`src/rtl/sprite_palette_pkg.sv`:
```
// Shared types and defaults for the sprite palette bank.
// Latency: n/a (types, constants and a width helper only).
// Backpressure: n/a.
package sprite_palette_pkg;

    // Width of the brightness shift amount (0..3).
    localparam int DIM_W = 2;

    // Default geometry used when a parent does not override it.
    localparam int PAL_INDEX_W      = 4;
    localparam int PAL_NUM_PALETTES = 4;
    localparam int PAL_COLOR_W      = 4;

    typedef struct packed {
        logic [PAL_COLOR_W-1:0] r;
        logic [PAL_COLOR_W-1:0] g;
        logic [PAL_COLOR_W-1:0] b;
    } rgb_t;

    typedef enum logic {
        PAL_INIT  = 1'b0,
        PAL_READY = 1'b1
    } pal_state_t;

    // Bank-select width; a single bank still gets one (always zero) bit.
    function automatic int sel_width(input int num_banks);
        return (num_banks > 1) ? $clog2(num_banks) : 1;
    endfunction

endpackage

```
`src/rtl/sprite_palette_bank_if.sv`:
```
// Lookup, colour-out and CPU write bundle of the sprite palette bank.
// Latency: n/a (wires only); colour returns 2 cycles after rd_valid.
// Backpressure: none on lookups; writes are gated only by wr_ready.
// Ports: rd_* lookup request, dim shift, out_valid/red/green/blue/transparent
// result, wr_* CPU write with wr_ready, init_done clear-sweep status.
interface sprite_palette_bank_if
    import sprite_palette_pkg::*;
#(
    parameter int INDEX_W = PAL_INDEX_W,
    parameter int SEL_W   = 2,
    parameter int COLOR_W = PAL_COLOR_W
);
    logic                 rd_valid;
    logic [SEL_W-1:0]     rd_sel;
    logic [INDEX_W-1:0]   rd_index;
    logic [DIM_W-1:0]     dim;

    logic                 out_valid;
    logic [COLOR_W-1:0]   red;
    logic [COLOR_W-1:0]   green;
    logic [COLOR_W-1:0]   blue;
    logic                 transparent;

    logic                 wr_en;
    logic                 wr_ready;
    logic [SEL_W-1:0]     wr_sel;
    logic [INDEX_W-1:0]   wr_index;
    logic [3*COLOR_W-1:0] wr_rgb;

    logic                 init_done;

    // Sprite fetch / CPU side.
    modport master (
        output rd_valid, rd_sel, rd_index, dim,
        output wr_en, wr_sel, wr_index, wr_rgb,
        input  out_valid, red, green, blue, transparent,
        input  wr_ready, init_done
    );

    // Palette bank side.
    modport slave (
        input  rd_valid, rd_sel, rd_index, dim,
        input  wr_en, wr_sel, wr_index, wr_rgb,
        output out_valid, red, green, blue, transparent,
        output wr_ready, init_done
    );

endinterface

```
`src/rtl/palette_ram_1w1r.sv`:
```
// Simple dual-port synchronous RAM, one write and one read port, read-before-write.
// Latency: 1 cycle read; a same-address write is visible to reads one cycle later.
// Backpressure: none; both ports accept every cycle.
// Ports: clk; we/waddr/wdata write port; raddr/rdata registered read port.
module palette_ram_1w1r #(
    parameter int DEPTH = 64,
    parameter int WIDTH = 12
) (
    input  logic                                    clk,
    input  logic                                    we,
    input  logic [((DEPTH > 1) ? $clog2(DEPTH) : 1)-1:0] waddr,
    input  logic [WIDTH-1:0]                        wdata,
    input  logic [((DEPTH > 1) ? $clog2(DEPTH) : 1)-1:0] raddr,
    output logic [WIDTH-1:0]                        rdata
);

    logic [WIDTH-1:0] mem [DEPTH];

    // No reset on the array or read register so it maps onto block RAM;
    // contents are cleared by the owner's init sweep instead.
    always_ff @(posedge clk) begin
        if (we) begin
            mem[waddr] <= wdata;
        end
        rdata <= mem[raddr];
    end

endmodule

```
`src/rtl/sprite_palette_bank.sv`:
```
// Runtime-writable multi-bank palette: {sel,index} -> dimmed RGB plus transparency key.
// Latency: 2 cycles rd_valid -> out_valid, fully streaming, one lookup per cycle.
// Backpressure: none on lookups; writes dropped until the reset clear sweep ends (wr_ready).
// Ports: clk, rst_n (async active-low), bus (slave modport of sprite_palette_bank_if).
module sprite_palette_bank
    import sprite_palette_pkg::*;
#(
    parameter int INDEX_W         = PAL_INDEX_W,
    parameter int NUM_PALETTES    = PAL_NUM_PALETTES,
    parameter int COLOR_W         = PAL_COLOR_W,
    parameter int TRANSPARENT_IDX = 0
) (
    input  logic                 clk,
    input  logic                 rst_n,
    sprite_palette_bank_if.slave bus
);

    localparam int SEL_W  = sel_width(NUM_PALETTES);
    localparam int ADDR_W = SEL_W + INDEX_W;
    localparam int DEPTH  = NUM_PALETTES << INDEX_W;
    localparam int RAM_AW = (DEPTH > 1) ? $clog2(DEPTH) : 1;
    localparam int WORD_W = 3 * COLOR_W;

    typedef struct packed {
        logic [COLOR_W-1:0] r;
        logic [COLOR_W-1:0] g;
        logic [COLOR_W-1:0] b;
    } pix_t;

    // ---------------------------------------------------------------
    // Init sweep FSM: clear every entry once after reset, then READY.
    // ---------------------------------------------------------------
    pal_state_t          state;
    logic [ADDR_W-1:0]   init_cnt;
    logic                ready_q;

    always_ff @(posedge clk or negedge rst_n) begin
        if (!rst_n) begin
            state    <= PAL_INIT;
            init_cnt <= '0;
            ready_q  <= 1'b0;
        end else begin
            case (state)
                PAL_INIT: begin
                    if (init_cnt == ADDR_W'(DEPTH - 1)) begin
                        state   <= PAL_READY;
                        ready_q <= 1'b1;
                    end else begin
                        init_cnt <= init_cnt + 1'b1;
                    end
                end
                default: begin
                    state <= PAL_READY;
                end
            endcase
        end
    end

    // ---------------------------------------------------------------
    // Bank-select range checks; only a non-power-of-2 bank count can
    // present a select with no backing storage.
    // ---------------------------------------------------------------
    logic rd_in_range;
    logic wr_in_range;

    generate
        if (NUM_PALETTES == (1 << SEL_W)) begin : g_full_sel
            assign rd_in_range = 1'b1;
            assign wr_in_range = 1'b1;
        end else begin : g_part_sel
            assign rd_in_range = (32'(bus.rd_sel) < 32'(NUM_PALETTES));
            assign wr_in_range = (32'(bus.wr_sel) < 32'(NUM_PALETTES));
        end
    endgenerate

    // ---------------------------------------------------------------
    // Write port mux: the sweep owns the port while in INIT.
    // ---------------------------------------------------------------
    logic              ram_we;
    logic [ADDR_W-1:0] ram_waddr;
    logic [WORD_W-1:0] ram_wdata;
    logic [ADDR_W-1:0] ram_raddr;
    logic [WORD_W-1:0] ram_rdata;

    always_comb begin
        ram_we    = 1'b0;
        ram_waddr = '0;
        ram_wdata = '0;
        if (state == PAL_INIT) begin
            ram_we    = 1'b1;
            ram_waddr = init_cnt;
        end else begin
            ram_we    = bus.wr_en && ready_q && wr_in_range;
            ram_waddr = {bus.wr_sel, bus.wr_index};
            ram_wdata = bus.wr_rgb;
        end
    end

    // Out-of-range reads are steered to entry 0 and zeroed in stage 2.
    assign ram_raddr = rd_in_range ? {bus.rd_sel, bus.rd_index} : '0;

    palette_ram_1w1r #(
        .DEPTH (DEPTH),
        .WIDTH (WORD_W)
    ) u_ram (
        .clk   (clk),
        .we    (ram_we),
        .waddr (RAM_AW'(ram_waddr)),
        .wdata (ram_wdata),
        .raddr (RAM_AW'(ram_raddr)),
        .rdata (ram_rdata)
    );

    // ---------------------------------------------------------------
    // Stage 1: sideband registered alongside the RAM read.
    // s1_zero forces black for reads of not-yet-cleared entries during
    // the sweep and for selects with no backing bank.
    // ---------------------------------------------------------------
    logic               s1_valid;
    logic [INDEX_W-1:0] s1_index;
    logic [DIM_W-1:0]   s1_dim;
    logic               s1_zero;

    always_ff @(posedge clk or negedge rst_n) begin
        if (!rst_n) begin
            s1_valid <= 1'b0;
            s1_index <= '0;
            s1_dim   <= '0;
            s1_zero  <= 1'b0;
        end else begin
            s1_valid <= bus.rd_valid;
            s1_index <= bus.rd_index;
            s1_dim   <= bus.dim;
            s1_zero  <= (state == PAL_INIT) || !rd_in_range;
        end
    end

    // ---------------------------------------------------------------
    // Stage 2: dim, transparency key, registered outputs. Colour and
    // key hold their last value while no lookup is in flight.
    // ---------------------------------------------------------------
    pix_t               rd_pix;
    logic               out_valid_q;
    logic [COLOR_W-1:0] red_q;
    logic [COLOR_W-1:0] green_q;
    logic [COLOR_W-1:0] blue_q;
    logic               transparent_q;

    assign rd_pix = ram_rdata;

    always_ff @(posedge clk or negedge rst_n) begin
        if (!rst_n) begin
            out_valid_q   <= 1'b0;
            red_q         <= '0;
            green_q       <= '0;
            blue_q        <= '0;
            transparent_q <= 1'b0;
        end else begin
            out_valid_q <= s1_valid;
            if (s1_valid) begin
                red_q         <= s1_zero ? '0 : (rd_pix.r >> s1_dim);
                green_q       <= s1_zero ? '0 : (rd_pix.g >> s1_dim);
                blue_q        <= s1_zero ? '0 : (rd_pix.b >> s1_dim);
                transparent_q <= (s1_index == INDEX_W'(TRANSPARENT_IDX));
            end
        end
    end

    assign bus.out_valid   = out_valid_q;
    assign bus.red         = red_q;
    assign bus.green       = green_q;
    assign bus.blue        = blue_q;
    assign bus.transparent = transparent_q;
    assign bus.wr_ready    = ready_q;
    assign bus.init_done   = ready_q;

endmodule

```
`src/flat_wrapper.sv`:
```
// flat-port wrapper written by rule: the top's interface ports become plain ports
module sprite_palette_bank_flat import sprite_palette_pkg::*;
#(
    parameter int INDEX_W         = PAL_INDEX_W,
    parameter int NUM_PALETTES    = PAL_NUM_PALETTES,
    parameter int COLOR_W         = PAL_COLOR_W,
    parameter int TRANSPARENT_IDX = 0
)
  (clk, rst_n, bus_rd_valid, bus_rd_sel, bus_rd_index, bus_dim, bus_wr_en, bus_wr_sel, bus_wr_index, bus_wr_rgb, bus_out_valid, bus_red, bus_green, bus_blue, bus_transparent, bus_wr_ready, bus_init_done);
  sprite_palette_bank_if #(.INDEX_W(INDEX_W), .SEL_W(2), .COLOR_W(COLOR_W)) bus_i ();
  input  logic clk;
  input  logic rst_n;
  input wire logic [$bits(bus_i.rd_valid)-1:0] bus_rd_valid;
  input wire logic [$bits(bus_i.rd_sel)-1:0] bus_rd_sel;
  input wire logic [$bits(bus_i.rd_index)-1:0] bus_rd_index;
  input wire logic [$bits(bus_i.dim)-1:0] bus_dim;
  input wire logic [$bits(bus_i.wr_en)-1:0] bus_wr_en;
  input wire logic [$bits(bus_i.wr_sel)-1:0] bus_wr_sel;
  input wire logic [$bits(bus_i.wr_index)-1:0] bus_wr_index;
  input wire logic [$bits(bus_i.wr_rgb)-1:0] bus_wr_rgb;
  output wire logic [$bits(bus_i.out_valid)-1:0] bus_out_valid;
  output wire logic [$bits(bus_i.red)-1:0] bus_red;
  output wire logic [$bits(bus_i.green)-1:0] bus_green;
  output wire logic [$bits(bus_i.blue)-1:0] bus_blue;
  output wire logic [$bits(bus_i.transparent)-1:0] bus_transparent;
  output wire logic [$bits(bus_i.wr_ready)-1:0] bus_wr_ready;
  output wire logic [$bits(bus_i.init_done)-1:0] bus_init_done;
  assign bus_i.rd_valid = bus_rd_valid;
  assign bus_i.rd_sel = bus_rd_sel;
  assign bus_i.rd_index = bus_rd_index;
  assign bus_i.dim = bus_dim;
  assign bus_i.wr_en = bus_wr_en;
  assign bus_i.wr_sel = bus_wr_sel;
  assign bus_i.wr_index = bus_wr_index;
  assign bus_i.wr_rgb = bus_wr_rgb;
  assign bus_out_valid = bus_i.out_valid;
  assign bus_red = bus_i.red;
  assign bus_green = bus_i.green;
  assign bus_blue = bus_i.blue;
  assign bus_transparent = bus_i.transparent;
  assign bus_wr_ready = bus_i.wr_ready;
  assign bus_init_done = bus_i.init_done;
  sprite_palette_bank #(.INDEX_W(INDEX_W), .NUM_PALETTES(NUM_PALETTES), .COLOR_W(COLOR_W), .TRANSPARENT_IDX(TRANSPARENT_IDX)) u_core (.clk(clk), .rst_n(rst_n), .bus(bus_i));
endmodule
```
`config.mk`:
```
export PLATFORM = sky130hd
export DESIGN_NAME = sprite_palette_bank_flat
export DESIGN_NICKNAME = d
export VERILOG_FILES = /design/src/rtl/sprite_palette_pkg.sv /design/src/rtl/sprite_palette_bank_if.sv /design/src/rtl/palette_ram_1w1r.sv /design/src/rtl/sprite_palette_bank.sv /design/src/flat_wrapper.sv
export SDC_FILE = /design/constraint.sdc
export NUM_CORES = 1
export LEC_CHECK = 0
export CELL_PAD_IN_SITES_DETAIL_PLACEMENT = 0
export CELL_PAD_IN_SITES_GLOBAL_PLACEMENT = 1
export CORE_MARGIN = 10
export CORE_UTILIZATION = 40
export DETAILED_ROUTE_END_ITERATION = 16
export GPL_TIMING_DRIVEN = 0
export PLACE_DENSITY = 0.63
export SYNTH_ARGS = -nofsm -noshare
export SYNTH_HDL_FRONTEND = slang
export SYNTH_HIERARCHICAL = 1
export SYNTH_SLANG_ARGS = --single-unit
```
`constraint.sdc`:
```
create_clock -name clk -period 9 [get_ports clk]
set_clock_uncertainty 0.15 [all_clocks]
set_input_delay 1.8 -clock clk [delete_from_list [all_inputs] [get_ports clk]]
set_output_delay 1.8 -clock clk [all_outputs]
set_load 0.01 [all_outputs]
```
Word-level counts from Yosys, hierarchy flattened
Memory sizes are Yosys's and may differ from the RTL's. A register that Yosys moved wholly into a read port is not among the register bits. Index checks and enable logic that the tools add are counted.

Memories kept: 1. Word-level logic and storage cells: 34. Bits in registers: 30. Bits of input ports: 30. Output and inout bits: 16. Bits in writable memories: 768.

Memories: u_core.u_ram.mem (words 64, width 12, read ports 1, clocked after memory_dff 1, wr ports 1, RTL line palette_ram_1w1r.sv:17) `logic [WIDTH-1:0] mem [DEPTH];`.

Bitwise logic cells: 2. Add/subtract/negate cells: 1. Eq/ne operators: 1. Reductions and logical operators: 4. Shift operators: 3. Muxes and demuxes: 10.

Operators by type and width (number): $mux W12 (1); $mux W4 (3); $shr A4 B2 Y4 (3); $add A6 B1 Y6 const B (1); $eq A6 B6 Y1 const B (1); $mux W6 (1); $mux W1 (5); $logic_not A4 Y1 (1); $reduce_and A2 Y1 (2); $not A1 Y1 (2); $logic_and A1 B1 Y1 (1).

Longest topological paths before layout
Gate-level depths: netlist of the first run.

Depth after elaboration: 4. Gate-level depth with buffers: 9.

Hierarchy
The synthesis of the first run kept the hierarchy.

By module, submodules not included: palette_ram_1w1r (area each 29851.1 um^2, cells an instance 1339, instances 1); sprite_palette_bank (area each 1401.3 um^2, cells an instance 113, instances 1).

Worst setup path after synthesis of the first run
No wires, ideal clock.

Kind: input port to flip-flop. Start point: input bus_wr_index[3]. End point: memory u_core.u_ram.mem[48][0], enable pin. Data arrival time: 3.444 ns. Path buffers: 1. Setup time: 0.396 ns. Slack: 5.009 ns. Stages on the path: 5. Required time: 8.454 ns. Cell sequence: mux2_2 > clkbuf_1 > nor2b_1 > nand4b_1 > nor3_1.

Word-level cells in the longest chain between the ends: 1.

RTL lines: start: declaration (RTL line flat_wrapper.sv:19) `input wire logic [$bits(bus_i.wr_index)-1:0] bus_wr_index;`; $mux W6 (RTL line sprite_palette_bank.sv:89) `if (state == PAL_INIT) begin`; end: declaration (RTL line palette_ram_1w1r.sv:17).

Every way passes these cells.

==> results.sh, run 1 <==
export IMPL_outcome="complete, no violations"
export IMPL_period_share_pct=56.8
export IMPL_synthesis_area_sq_um=31300
export IMPL_die_x_microns=300
export IMPL_drt_iter0_markers=1852
export IMPL_grt_pass1_vias=15700
export IMPL_crit_path_max_incr_delay_ns=0.73
export IMPL_wirelength_mm=81.8
export IMPL_netlist_instances=1452
export IMPL_min_path_type="reg2reg"
export IMPL_synthTopCellsByArea="edfxtp_1, mux4_2, dfrtp_1"
export IMPL_firstDrtPassIters=5
export IMPL_synth_distinct_cells=52
export IMPL_crit_fanout=10
export IMPL_port_buffers=45
export IMPL_grt_ovfl_total=0
export IMPL_synth_ff_type="edfxtp_1"
export IMPL_tns_ns=0
export IMPL_critPathRequiredTime_ns=9.35
export IMPL_max_slew_margin_pct=4.82
export IMPL_initial_core_util_pct=40.3
export IMPL_route_detailed_wl_per_inst_microns=30.2
export IMPL_drive_gt1_share_pct=24.9
export IMPL_dp_slack_ns=3.37
export IMPL_drc=0
export IMPL_synth_edf_count=768
export IMPL_yosys_warnings=6
export IMPL_arrival_ns=5.46
export IMPL_cts_buffers_inserted=86
export IMPL_hold_viol_final=0
export IMPL_final_min_clock_period_ns=5.11
export IMPL_crit_type="in2reg"
export IMPL_rsz0062_at_grt="false"
export IMPL_cts_tree="done"
export IMPL_syn_area_per_cell_sq_um=21.5
export IMPL_cts_resized=0
export IMPL_dieHeight_microns=300
export IMPL_synth_top_area_share_pct=73.8
export IMPL_finalSetupViolCount=0
export IMPL_core_sq_um=77500
export IMPL_pin_count=46
export IMPL_max_freq_mhz=196
export IMPL_synth_top_cell_by_area="edfxtp_1"
export IMPL_viasPerCell=5.73
export IMPL_drv_cap=0
export IMPL_ys_async_sr_fraction_pct=3.70
export IMPL_peakVddDrop_v=0.000182
export IMPL_clk_pin_slew_ns=0.06
export IMPL_layout_cells_most_common_list="edfxtp_1, mux4_2, clkbuf_16, clkbuf_1, nor2_1"
export IMPL_grt_pass1_wl_mm=117
export IMPL_grt_antenna_before_repair=1
export IMPL_core_rowCount=102
export IMPL_num_vias=15500
export IMPL_gp_congestion=0.843
export IMPL_startpoint_type="input port"
export IMPL_dp_hpwl_mm=54.2
export IMPL_tightest_slew_ns=1.42
export IMPL_leakage_nw=9.29
export IMPL_ctsHoldBuffers=0
export IMPL_syn_to_final_growth_pct=15.0
export IMPL_cts_root_buf="clkbuf_16"
export IMPL_final_nets=1635
export IMPL_path_cells="clkdlybuf4s50_1 > buf_4 > buf_6 > buf_2 > buf_2 > clkbuf_1 > o21ai_0 > a22o_1"
export IMPL_cp_slowest_cell="clkbuf_1"
export IMPL_syn_nets=1483
export IMPL_slew_violations=0
export IMPL_detail_route_antenna_nets=0
export IMPL_layout_commonest_cell="edfxtp_1"
export IMPL_reg2reg_slack_ns=4.99
export IMPL_synth_seq_cells=810
export IMPL_worstSkewPairLatency_ns=0.65
export IMPL_p_total_mw=7.54
export IMPL_cp_end_kind="flop"
export IMPL_cp_common_cell="buf_2"
export IMPL_grt_max_degree=49
export IMPL_track_usage_pct=18.2
export IMPL_cts_setup_buffers=0
export IMPL_clockBufferDepth=3
export IMPL_power_density_nw_per_um2=210
export IMPL_h_tree_depth=3
export IMPL_clock_sinks=810
export IMPL_setup_ws_ns=3.89
export IMPL_ys_seq_area_share_pct=77.0
export IMPL_die_area_sq_um=89700
-- critical path, delay by kind of cell --
| family | cells | cell delay, ns |
|---|---|---|
| compound gates | 2 | 1.07 |
| buf+inv | 6 | 2.55 |
-- path summary, 6_finish.rpt --
path / start / endpoint / depth (start not counted)
min in group asynchronous: rst_n / u_core/bus.red[3] / 1
worst max-delay path: bus_rd_index[2] / u_core/u_ram/rdata[3] / 8
worst min-delay path: u_core/bus.blue[2] / u_core/bus.blue[2] / 1
worst min register to register: u_core/bus.blue[2] / u_core/bus.blue[2] / 1
worst max register to register: u_core/state / u_core/u_ram/mem[25][6] / 6
max in group asynchronous: rst_n / u_core/bus.green[2] / 1
-- metal layers --
metal / wire [microns] / GRT usage, % / part of all wire [%]
met4: 1880 / 4.76 / 2.3
met3: 6890 / 4.14 / 8.4
met1: 34300 / 25.2 / 42
met5: 0 / 0 / 0
met2: 38700 / 28.7 / 47
-- sequential cells by signal (all words and copies together), names as in the netlist, 2 cells and up --
| signal | cells |
|---|---|
| u_core/u_ram/mem | 768 |
| u_core/u_ram/rdata | 12 |
| u_core/init_cnt | 6 |
| u_core/bus.blue | 4 |
| u_core/bus.green | 4 |
| u_core/bus.red | 4 |
| u_core/s1_index | 4 |
| u_core/s1_dim | 2 |
-- synth_stat cells, types with 2 or more instances --
master       n
buf_1        3
a22o_1       6
a21oi_1     15
nand3b_1     3
o31ai_1      2
dfrtp_1     30
a211oi_1    13
nor2b_1     16
edfxtp_1   768
a311oi_1     2
and2_1      13
or2_2        2
buf_4       12
mux2i_1     29
mux2_2      15
mux4_2     192
inv_1        3
nor3_1      10
dfxtp_1     12
nand4_1      3
nand2_1     19
o21ai_0     11
nand3_1     16
nor2_1      77
a32o_1       4
nand2b_1    21
clkbuf_1    35
o221ai_1    19
a31oi_1     11
a221o_1      5
buf_2       15
o2bb2ai_1    3
a22oi_1      9
buf_6       14
a22o_2       3
or3_1        2
o22ai_1     23
o22a_1       2
-- cell families (layout without fill, tap and decap cells) --
| family | count (synthesis) | count (layout) | synth area share, % |
|---|---|---|---|
| compound gates | 131 | 131 | 3.07 |
| xor+xnor | 1 | 1 | 0.0280 |
| fa+ha+maj | 1 | 1 | 0.0400 |
| buf+inv | 83 | 302 | 1.57 |
| flops | 810 | 810 | 77.0 |
| mux | 236 | 236 | 15.3 |
| other cells | 0 | 1 | 0 |
| simple gates | 190 | 190 | 3.02 |
-- per-stage QoR --
step	hold WS, ns	std cells	util, %	cell area (sq um)
after floorplan	0.263	1452	-	31300
after global placement	0.328	2537	42.6	33000
after detailed placement	0.333	2552	43.0	33300
after CTS	0.348	2707	46.3	35900
after global routing	0.363	2711	46.4	35900
final	0.344	2712	46.4	35900
-- final cells by class --
class                      instances  area (sq um)
timing repair buffer              64           768
clock inverter                    37           226
buffer                            80           480
sequential                       810         24100
tap                             1040          1300
antenna                            1          2.50
fill                            6475         41500
multi-input combinational        559          6770
inverter                           3          11.3
clock buffer                     118          2330
-- where the power goes --
part	internal [mW]	switching, mW	leakage (nW)
sequential	4.07	0.00393	5.83
clock	1.82	1.42	1.25
combinational	0.0793	0.141	2.21
Power figures use the tool's default switching activity.
==> inputs of run 2 (changes only) <==
==> constraint.sdc (replaced) <==
create_clock -name clk -period 5.3 [get_ports clk]
set_clock_uncertainty 0.15 [all_clocks]
set_input_delay 1.06 -clock clk [delete_from_list [all_inputs] [get_ports clk]]
set_output_delay 1.06 -clock clk [all_outputs]
set_load 0.01 [all_outputs]
==> results of run 2 <==
Same layout as run 1 (identical final DEF). Status: complete, no violations.
Main changes from that run: setup slack after placement 3.37 ns -> 0.411 ns; setup slack after layout 3.89 ns -> 0.931 ns; hold slack 0.344 ns -> 0.308 ns; register-to-register setup slack 4.99 ns -> 1.29 ns; total power 7.54 mW -> 12.8 mW; worst IR drop on VDD 0.000182 V -> 0.000309 V
